===== src/rtl/combo_lock_pkg.sv =====
// -----------------------------------------------------------------------------
// combo_lock_pkg
//   Shared types and constants for the combination-lock controller.
//   - state_e   : controller state encoding
//   - SEL_*     : display mode codes driven on the Select output
//   - max3 / timer_width : helpers that size the shared hold/timeout counter
//
// Build option: define COMBO_LOCK_LOCKOUT_EN to add the LOCKOUT state.
// -----------------------------------------------------------------------------
package combo_lock_pkg;

  typedef enum logic [2:0] {
    ST_LOCKED,
    ST_ENTRY,
    ST_CHECK,
    ST_PASS,
    ST_FAIL
`ifdef COMBO_LOCK_LOCKOUT_EN
    , ST_LOCKOUT
`endif
  } state_e;

  // Display mode codes. ENTRY uses pos+1 (001..100) and so has no constant.
  localparam logic [2:0] SEL_LOCK = 3'b000;
  localparam logic [2:0] SEL_WAIT = 3'b101;  // CHECK and LOCKOUT
  localparam logic [2:0] SEL_PASS = 3'b110;
  localparam logic [2:0] SEL_FAIL = 3'b111;

  function automatic int unsigned max3(input int unsigned a,
                                       input int unsigned b,
                                       input int unsigned c);
    int unsigned m;
    m = (a > b) ? a : b;
    return (m > c) ? m : c;
  endfunction

  // The timer is loaded with N-1 and counts to zero, so $clog2(N) bits hold
  // the largest load. Never return a zero-width counter.
  function automatic int unsigned timer_width(input int unsigned longest);
    return (longest > 1) ? $clog2(longest) : 1;
  endfunction

endpackage


===== src/rtl/edge_detect.sv =====
// -----------------------------------------------------------------------------
// edge_detect
//   Registers a synchronous level and flags its 0->1 transition for one cycle.
//   A level held high produces a single pulse.
//
// Ports
//   clk    in   system clock
//   rst_n  in   asynchronous active-low reset (clears the history register)
//   level  in   synchronous, debounced level
//   rise   out  high for the cycle in which level is 1 and was 0 last cycle
// -----------------------------------------------------------------------------
module edge_detect (
  input  logic clk,
  input  logic rst_n,
  input  logic level,
  output logic rise
);

  logic level_q;

  // NOTE: clocked state uses non-blocking (<=) so every register samples the
  // pre-edge values of its neighbours regardless of statement order.
  always_ff @(posedge clk or negedge rst_n) begin
    if (!rst_n) begin
      level_q <= 1'b0;
    end else begin
      level_q <= level;
    end
  end

  assign rise = level & ~level_q;

endmodule


===== src/rtl/combo_lock_ctrl.sv =====
// -----------------------------------------------------------------------------
// combo_lock_ctrl
//   Four-digit combination lock. The user wakes the lock with Enter, keys four
//   digits (one per Enter press), and the stored value is compared with CODE.
//   A match unlocks until Clear; a mismatch shows FAIL for a fixed time.
//   With COMBO_LOCK_LOCKOUT_EN defined, MAX_TRIES consecutive mismatches lead
//   to a LOCKOUT period with Alarm asserted.
//
// Parameters
//   CODE            secret code, [15:12] first digit ... [3:0] last digit
//   MAX_TRIES       consecutive failures before lockout
//   TIMEOUT_CYCLES  idle cycles tolerated during entry before aborting
//   FAIL_CYCLES     FAIL display hold time
//   LOCKOUT_CYCLES  lockout hold time
//
// Ports
//   CLK       in   system clock, all state changes on its rising edge
//   RST_N     in   asynchronous active-low reset
//   Enter     in   debounced button level; only its rising edge acts
//   Clear     in   debounced button level
//   Digit     in   [3:0] switch value for the current digit
//   Select    out  [2:0] display mode code for the seven-segment driver
//   Number    out  [3:0] digit shown (live Digit during entry, else 0)
//   Unlocked  out  high while in PASS
//   Alarm     out  high while in LOCKOUT (tied 0 without the lockout option)
//
// Build option: COMBO_LOCK_LOCKOUT_EN enables the fail counter and LOCKOUT.
// -----------------------------------------------------------------------------
module combo_lock_ctrl
  import combo_lock_pkg::*;
#(
  parameter logic [15:0] CODE           = 16'h1234,
  parameter int unsigned MAX_TRIES      = 3,
  parameter int unsigned TIMEOUT_CYCLES = 500_000_000,
  parameter int unsigned FAIL_CYCLES    = 200_000_000,
  parameter int unsigned LOCKOUT_CYCLES = 1_000_000_000
) (
  input  logic       CLK,
  input  logic       RST_N,
  input  logic       Enter,
  input  logic       Clear,
  input  logic [3:0] Digit,
  output logic [2:0] Select,
  output logic [3:0] Number,
  output logic       Unlocked,
  output logic       Alarm
);

  // One down-counter serves the entry timeout and both hold times.
  localparam int unsigned TIMER_W =
    timer_width(max3(TIMEOUT_CYCLES, FAIL_CYCLES, LOCKOUT_CYCLES));

  localparam logic [TIMER_W-1:0] TIMEOUT_LOAD = TIMER_W'(TIMEOUT_CYCLES - 1);
  localparam logic [TIMER_W-1:0] FAIL_LOAD    = TIMER_W'(FAIL_CYCLES - 1);

  state_e               state_q, state_d;
  logic [1:0]           pos_q, pos_d;
  logic [15:0]          code_q, code_d;
  logic [TIMER_W-1:0]   timer_q, timer_d;
  logic                 enter_rise;

`ifdef COMBO_LOCK_LOCKOUT_EN
  localparam int unsigned        FAIL_W       = $clog2(MAX_TRIES + 1);
  localparam logic [FAIL_W-1:0]  FAIL_MAX     = FAIL_W'(MAX_TRIES);
  localparam logic [TIMER_W-1:0] LOCKOUT_LOAD = TIMER_W'(LOCKOUT_CYCLES - 1);

  logic [FAIL_W-1:0] fail_q, fail_d;
`else
  // Without lockout the try limit has no effect on the logic.
  logic unused_max_tries;
  assign unused_max_tries = (MAX_TRIES != 0);
`endif

  // ---------------------------------------------------------------------------
  // Enter edge detection
  // ---------------------------------------------------------------------------
  edge_detect u_enter_edge (
    .clk   (CLK),
    .rst_n (RST_N),
    .level (Enter),
    .rise  (enter_rise)
  );

  // ---------------------------------------------------------------------------
  // State register
  // ---------------------------------------------------------------------------
  // NOTE: the four stored digits are a plain register, not a RAM, so they are
  // reset like any other flop; a RAM array would normally be left unreset.
  always_ff @(posedge CLK or negedge RST_N) begin
    if (!RST_N) begin
      state_q <= ST_LOCKED;
      pos_q   <= 2'd0;
      code_q  <= 16'h0000;
      timer_q <= '0;
`ifdef COMBO_LOCK_LOCKOUT_EN
      fail_q  <= '0;
`endif
    end else begin
      state_q <= state_d;
      pos_q   <= pos_d;
      code_q  <= code_d;
      timer_q <= timer_d;
`ifdef COMBO_LOCK_LOCKOUT_EN
      fail_q  <= fail_d;
`endif
    end
  end

  // ---------------------------------------------------------------------------
  // Next-state logic
  // ---------------------------------------------------------------------------
  // NOTE: every variable gets a hold-value default before the case so that no
  // path leaves it unassigned, which would otherwise infer a latch.
  always_comb begin
    state_d = state_q;
    pos_d   = pos_q;
    code_d  = code_q;
    timer_d = timer_q;
`ifdef COMBO_LOCK_LOCKOUT_EN
    fail_d  = fail_q;
`endif

    unique case (state_q)
      ST_LOCKED: begin
        // Wake-up press captures nothing; Clear suppresses it.
        if (enter_rise && !Clear) begin
          state_d = ST_ENTRY;
          pos_d   = 2'd0;
          code_d  = 16'h0000;
          timer_d = TIMEOUT_LOAD;
        end
      end

      ST_ENTRY: begin
        if (Clear) begin
          // Clear has priority over a simultaneous Enter edge.
          state_d = ST_LOCKED;
          pos_d   = 2'd0;
          code_d  = 16'h0000;
          timer_d = '0;
        end else if (enter_rise) begin
          unique case (pos_q)
            2'd0:    code_d[15:12] = Digit;
            2'd1:    code_d[11:8]  = Digit;
            2'd2:    code_d[7:4]   = Digit;
            default: code_d[3:0]   = Digit;
          endcase
          // pos wraps 3 -> 0 on the last capture, ready for the next attempt.
          pos_d   = pos_q + 2'd1;
          timer_d = TIMEOUT_LOAD;
          if (pos_q == 2'd3) begin
            state_d = ST_CHECK;
          end
        end else if (timer_q == '0) begin
          state_d = ST_LOCKED;
          pos_d   = 2'd0;
          code_d  = 16'h0000;
        end else begin
          timer_d = timer_q - TIMER_W'(1);
        end
      end

      ST_CHECK: begin
        // Stored digits are dropped once compared.
        code_d = 16'h0000;
        if (code_q == CODE) begin
          state_d = ST_PASS;
`ifdef COMBO_LOCK_LOCKOUT_EN
          fail_d  = '0;
`endif
        end else begin
          state_d = ST_FAIL;
          timer_d = FAIL_LOAD;
`ifdef COMBO_LOCK_LOCKOUT_EN
          fail_d  = (fail_q == FAIL_MAX) ? fail_q : fail_q + FAIL_W'(1);
`endif
        end
      end

      ST_PASS: begin
        if (Clear) begin
          state_d = ST_LOCKED;
        end
      end

      ST_FAIL: begin
        if (timer_q == '0) begin
`ifdef COMBO_LOCK_LOCKOUT_EN
          if (fail_q == FAIL_MAX) begin
            state_d = ST_LOCKOUT;
            timer_d = LOCKOUT_LOAD;
          end else begin
            state_d = ST_LOCKED;
          end
`else
          state_d = ST_LOCKED;
`endif
        end else begin
          timer_d = timer_q - TIMER_W'(1);
        end
      end

`ifdef COMBO_LOCK_LOCKOUT_EN
      ST_LOCKOUT: begin
        if (timer_q == '0) begin
          state_d = ST_LOCKED;
          fail_d  = '0;
        end else begin
          timer_d = timer_q - TIMER_W'(1);
        end
      end
`endif

      default: begin
        state_d = ST_LOCKED;
        pos_d   = 2'd0;
        code_d  = 16'h0000;
        timer_d = '0;
      end
    endcase
  end

  // ---------------------------------------------------------------------------
  // Outputs: decoded from the current state only (Number also passes Digit
  // through live during entry), so reset forces them low immediately.
  // ---------------------------------------------------------------------------
  always_comb begin
    Select   = SEL_LOCK;
    Number   = 4'h0;
    Unlocked = 1'b0;

    unique case (state_q)
      ST_ENTRY: begin
        Select = {1'b0, pos_q} + 3'd1;
        Number = Digit;
      end
      ST_CHECK: Select = SEL_WAIT;
      ST_PASS: begin
        Select   = SEL_PASS;
        Unlocked = 1'b1;
      end
      ST_FAIL:  Select = SEL_FAIL;
`ifdef COMBO_LOCK_LOCKOUT_EN
      ST_LOCKOUT: Select = SEL_WAIT;
`endif
      default: ;
    endcase
  end

`ifdef COMBO_LOCK_LOCKOUT_EN
  assign Alarm = (state_q == ST_LOCKOUT);
`else
  assign Alarm = 1'b0;
`endif

endmodule


===== config.mk =====
export PLATFORM = sky130hd
export DESIGN_NAME = combo_lock_ctrl
export DESIGN_NICKNAME = d
export VERILOG_FILES = /design/src/rtl/combo_lock_pkg.sv /design/src/rtl/edge_detect.sv /design/src/rtl/combo_lock_ctrl.sv
export SDC_FILE = /design/constraint.sdc
export NUM_CORES = 1
export LEC_CHECK = 0
export CAP_MARGIN = 40
export CELL_PAD_IN_SITES_DETAIL_PLACEMENT = 1
export CELL_PAD_IN_SITES_GLOBAL_PLACEMENT = 2
export CORE_MARGIN = 2
export CORE_UTILIZATION = 33
export DETAILED_ROUTE_END_ITERATION = 10
export PLACE_DENSITY = 0.81
export SETUP_SLACK_MARGIN = 0.05
export SKIP_LAST_GASP = 1
export SLEW_MARGIN = 0
export SYNTH_ARGS = -nofsm -noshare
export SYNTH_HDL_FRONTEND = slang
export SYNTH_SLANG_ARGS = --single-unit

===== constraint.sdc =====
create_clock -name CLK -period 2.75 [get_ports CLK]
set_clock_uncertainty 0.05 [all_clocks]
set_input_delay 0.55 -clock CLK [delete_from_list [all_inputs] [get_ports CLK]]
set_output_delay 0.55 -clock CLK [all_outputs]
set_load 0.02 [all_outputs]

## Yosys cells after proc, flatten, opt, wreduce, memory -nomap -nowiden

Index checks and enable logic that the tools add are counted.

| cells by class | value |
|---|---|
| $add $sub $neg | 3 |
| equal/unequal tests | 17 |
| multiplexer cells | 31 |
| bitwise operators | 5 |
| reductions and logical operators | 15 |

Operators with widths:

| cell | number |
|---|---|
| 2-to-1 mux 30 bit | 5 |
| case mux 30 bit (5 select lines) | 1 |
| 2-to-1 mux 16 bit | 4 |
| case mux 16 bit (3 select lines) | 1 |
| zero test 30 bit | 1 |
| subtractor 30 x 1 -> 30 bit, second input constant | 1 |
| 2-to-1 mux 3 bit | 7 |
| 2-to-1 mux 4 bit | 5 |
| == test 16 x 13 -> 1 bit, second input constant | 1 |
| AND reduction 4 bit | 4 |
| case mux 3 bit (5 select lines) | 1 |
| != test 4 x 3 -> 1 bit, second input constant | 3 |
| != test 4 bit, second input constant | 3 |
| case mux 3 bit (4 select lines) | 1 |
| AND reduction 3 bit | 3 |
| 2-to-1 mux 2 bit | 4 |
| == test 3 x 2 -> 1 bit, second input constant | 2 |
| != test 2 bit, second input constant | 3 |
| case mux 2 bit (3 select lines) | 1 |
| OR reduction 3 bit | 2 |
| == test 2 bit, second input constant | 2 |
| inverter 1 bit | 4 |
| adder 2 x 1 -> 3 bit, second input constant | 1 |
| == test 3 x 1 -> 1 bit, second input constant | 1 |
| 10 further kinds | 10 |

| word-level totals | value |
|---|---|
| bits in registers | 52 |
| input bits | 8 |
| output and inout port bits | 9 |
| logic and storage cells | 79 |

## Longest topological paths before layout

| depth | value |
|---|---|
| depth after elaboration | 6 |
| mapped depth | 9 |
| depth with buffers taken out | 8 |

## Hierarchy

A second synthesis with hierarchy kept.

| unflattened totals | value |
|---|---|
| cell total of the unflattened synthesis | 405 |
| area, all modules | 3365.7 um2 |

By module, submodules not included:

| module | times used | cells an instance | area each (um2) | sequential area each (um2) |
|---|---|---|---|---|
| combo_lock_ctrl | 1 | 403 | 3326.9 | 1276.2 |
| edge_detect | 1 | 2 | 38.8 | 25.0 |

## Least setup slack after synthesis

No wires, ideal clock.

| timing path | value |
|---|---|
| path type | input to register |
| start point | input port Clear |
| end point | register timer_q[19] |
| library setup time | 122 ps |
| arrival | 2061 ps |
| data required time | 2578 ps |
| path slack | 518 ps |
| stages | 8 |
| buffers on the path | 2 |
| cells stage by stage | clkbuf_1 or3b_1 a21oi_1 o22ai_1 buf_2 nor2_1 nand2_1 a32o_1 |

| between the ends | value |
|---|---|
| longest elaborated chain between the ends | 4 |
| elaborated cells between the ends (all ways) | 6 |
| those cells by class | 1 x eq/ne; 2 x mux; 3 x reduce/logical |

RTL lines:

| what | RTL line | source |
|---|---|---|
| from (decl) | combo_lock_ctrl.sv:41 | `input logic Clear,` |
| zero test 1 bit | combo_lock_ctrl.sv:126 | `if (enter_rise && !Clear) begin` |
| logical AND 1 bit | combo_lock_ctrl.sv:126 |  |
| != test 2 bit (no source line) | -- |  |
| AND reduction 3 bit (no source line) | -- |  |
| to (signal assigned) | combo_lock_ctrl.sv:102 | `timer_q <= timer_d;` |
| to (decl) | combo_lock_ctrl.sv:59 | `logic [TIMER_W-1:0] timer_q, timer_d;` |

Parallel ways exist; a longest one is shown, timed or not.
A chain may end at the register's enable or synchronous reset.

## Final worst setup path

| timing path | value |
|---|---|
| start point | register state_q[1] |
| end point | output port Select[0] |

| between the ends | value |
|---|---|
| longest elaborated chain between the ends | 2 |
| elaborated cells between the ends (all ways) | 5 |
| those cells by class | 4 x eq/ne; 1 x mux |

RTL lines:

| what | RTL line | source |
|---|---|---|
| from (decl) | combo_lock_ctrl.sv:56 | `state_e state_q, state_d;` |
| from (signal assigned) | combo_lock_ctrl.sv:99 | `state_q <= state_d;` |
| == test 3 bit, or another cell as far along | combo_lock_ctrl.sv:232 | `unique case (state_q)` |
| case mux 3 bit (4 select lines) * | combo_lock_ctrl.sv:232 |  |
| to (decl) | combo_lock_ctrl.sv:43 | `output logic [2:0] Select,` |

Mark *: on every way between the ends. The rest lies on a longest branch, timed or not.

==> flow_metrics.py <==
metrics = {
    "status": {
        "status": "complete, no violations",
    },
    "worst_setup_path": {
        "cpMaxStageDelayCell": "clkdlybuf4s50_1",
        "r2r_cells": 8,
        "end_kind": "output port",
        "worstPathCellList": "inv_1 -> nand2_1 -> o22ai_1 -> clkdlybuf4s50_1",
        "reg2reg_setup_slack_ps": 270,
        "r2r-start": "timer_q[0]",
        "r2r_end": "timer_q[17]",
        "required_ps": 2150,
        "cp-endpoint": "Select[0]",
        "worstPathMaxFanout": 10,
        "cp.arrival_ps": 1990,
        "crit_path_start_kind": "flip-flop",
        "cpPeakStageDelay_ps": 630,
        "startpoint": "state_q[1]",
        "path_class": "flip-flop to output port",
    },
    "final_layout": {
        "drive_above_1_share_pct": 16.10,
        "fin_nets": 398,
        "regArea_sq_um": 1305,
        "syn_to_final_growth_pct": 18.21,
        "multiInputGateArea_sq_um": 1742,
        "n_antenna_cell": 0,
        "fin_util_pct": 40.18,
        "nFillCells": 1063,
    },
    "logic_synthesis": {
        "syn_area_sq_um": 3125,
        "postSynthCellCount": 345,
        "synth_top_area_share_pct": 41.63,
        "yosys-mux-area-fraction_pct": 0.6805,
        "synth_largest_area_cell": "dfrtp_1",
        "async_flop_share_pct": 100.0,
        "yosys.area_share.simple_pct": 22.10,
        "yosysWarnings": 0,
        "ys_seq_elements": 52,
        "synth_nets": 359,
        "ys_seq_area_share_pct": 41.63,
        "synthTopCellsByCount": "dfrtp_1, o21ai_0, nand2_1",
        "synthFlopType": "dfrtp_1",
        "synth_cell_type_count": 58,
        "syn_area_per_cell_sq_um": 9.059,
        "synth_compound_area_share_pct": 30.10,
        "synthAdderAreaFrac_pct": 2.402,
        "synth-edff-count": 0,
        "synth_top_family_by_area": "compound AO/OA/AOI/OAI gates",
        "synth.area.top_cells": "dfrtp_1, o21ai_0, a32o_1, a21oi_1, nand2_1",
        "synth-xor-area-share_pct": 0,
        "synth.most_common_cell": "dfrtp_1",
    },
    "die": {
        "die_w_um": 101.3,
        "start_util_pct": 33.99,
        "coreArea_sq_um": 9196,
        "rows": 35,
        "dieArea_sq_um": 10270,
        "io_pins": 17,
        "die_h_um": 101.3,
    },
    "global_route": {
        "grt_usage_pct": 20.86,
        "grt_pass1_vias": 3213,
        "grt_start_max_net_pins": 53,
        "met3_usage_pct": 2.553,
        "grtUsageMet1_pct": 28.41,
        "grt-busiest-layer": "met2",
        "grtUsageMet2_pct": 34.84,
        "grt_pass1_wl_um": 16850,
        "overflow": 0,
        "antenna_found_initial": 0,
    },
    "placed_design": {
        "dp_hpwl_um": 7256,
        "gp_congestion": 0.8277,
        "io_buffers": 15,
    },
    "clock_tree": {
        "numCtsBuffers": 5,
        "clk_pin_slew_ps": 120,
        "clock-sinks": 52,
        "post_cts_buffers": 0,
        "tritoncts": "done",
        "cts_root_buffer": "clkbuf_8",
        "clk_path_buf_depth": 2,
        "htreeDepth": 2,
        "clock_latency_ps": 330,
    },
    "sta": {
        "finalSetupViolations": 0,
        "tns_ps": 0,
        "finalCriticalPeriod_ps": 2587,
        "slew_headroom_pct": 43.31,
        "hold_viol_final": 0,
        "maxClockFrequency_ghz": 0.3866,
        "rsz0062_at_grt": "yes",
        "slew_viol_final": 0,
        "worstMarginPinSlew_ps": 846.5,
        "post-route-period-util_pct": 94.06,
    },
    "power_and_ir_drop": {
        "p_per_area_nw_per_um2": 977.7,
        "internal_power_mw": 1.904,
        "p_comb_share_pct": 52.4,
        "switchingPower_mw": 1.708,
        "share_seq_of_total_power_pct": 34.2,
        "vdd_ir_drop_max_mv": 0.3291,
        "leakagePower_nw": 1.502,
        "p_clk_share_pct": 13.3,
        "switching_share_pct": 47.28,
    },
    "drt": {
        "drc_errors": 0,
        "detail_route.first_pass.iterations": 4,
        "postRouteWirelength_um": 9969,
        "wl_per_cell_um": 20.10,
        "dr.first_iter.drc_count": 99,
        "vias": 2991,
        "drt-vias-per-instance": 6.030,
        "final_antenna_net_count": 0,
    },
    "worst_hold_path": {
        "min_path_type": "input pin to asynchronous set/reset pin",
    },
    "run": {
        "drv_cap": 0,
    },
}
==> layout by cell type, fill, tap and decap left out, drive strengths merged, types with 12 or more instances in the layout <==
master | Yosys | layout
a21oi | 25 | 25
nand2 | 30 | 30
nor2 | 24 | 24
a32o | 18 | 18
dfrtp | 52 | 52
a31oi | 12 | 12
buf | 6 | 31
clkdlybuf4s50 | 0 | 14
o21ai | 49 | 49
nand3 | 16 | 16
==> power by group through the flow <==
stage                     Sequential, mW  Combinational (mW)  Clock [mW]
final                               1.24                1.89       0.482
after global routing                1.27                2.11       0.518
after CTS                           1.23                1.89       0.490
after detailed placement            1.24                1.89           0
after global placement              1.23                1.83           0
after floorplan                     1.16                1.22           0
==> through the flow <==
stage                     instance area (sq um)  setup WS (ps)  instances  power [mW]  hold WS (ps)
after floorplan                            3126          517.9        345       2.387         204.4
after global placement                     3593          191.7        488       3.062         420.9
after detailed placement                   3593          131.8        488       3.123         436.2
after CTS                                  3687          104.1        496       3.610         160.9
after global routing                       3695          39.41        496       3.894         161.2
final                                      3695          163.4        496       3.612         132.3
==> metal layers <==
metal / part of all wire, % / wire length (um)
met1: 48 / 4759
met2: 48 / 4784
met3: 2.3 / 233
met4: 1.9 / 192
met5: 0 / 0
==> repair_timing <==
action | CTS | global route
hold buffers | 0 | 0
gates resized for setup | 1 | 4
endpoints found under the hold margin | 0 | 0
pin swaps | 0 | 0
endpoints found under the setup margin | 1 | 4
==> critical path: cells and delay by family (launching register included) <==
family	cells	cell delay [ps]
buffers and inverters	2	860
flip-flops	1	500
AO/OA/AOI/OAI	1	180
AND/OR/NAND/NOR	1	120
==> layout make-up <==
class | count | area share [%]
clock buffers | 5 | 1.863
flip-flops and latches | 52 | 35.32
well taps | 111 | 3.759
inverters | 9 | 0.9143
repair buffers | 45 | 10.36
multi-input cells | 271 | 47.14
clock inverters | 3 | 0.6434
==> registers in the layout (all words and copies together), names as in the netlist <==
signal,flops
u_enter_edge.level_q,1
code_q,16
pos_q,2
state_q,3
timer_q,30
==> how the worst min path moves through the flow <==
stage	from	to	slack, ps	depth (start not counted)
floorplan	RST_N	code_q[0]	200	0
global placement	code_q[12]	code_q[12]	420	1
detailed placement	timer_q[29]	timer_q[29]	440	1
CTS	RST_N	state_q[1]	160	2
global route	RST_N	state_q[2]	160	2
finish	RST_N	state_q[2]	130	2
==> kinds of logic (layout without fill, tap and decap cells) <==
| group | Yosys count | after routing |
|---|---|---|
| compound gates | 138 | 138 |
| simple gates | 124 | 124 |
| flops | 52 | 52 |
| buf+inv | 22 | 62 |
| fa+ha+maj | 6 | 6 |
| mux | 2 | 2 |
| other cells | 1 | 1 |
(Power assumes the default switching activity.)
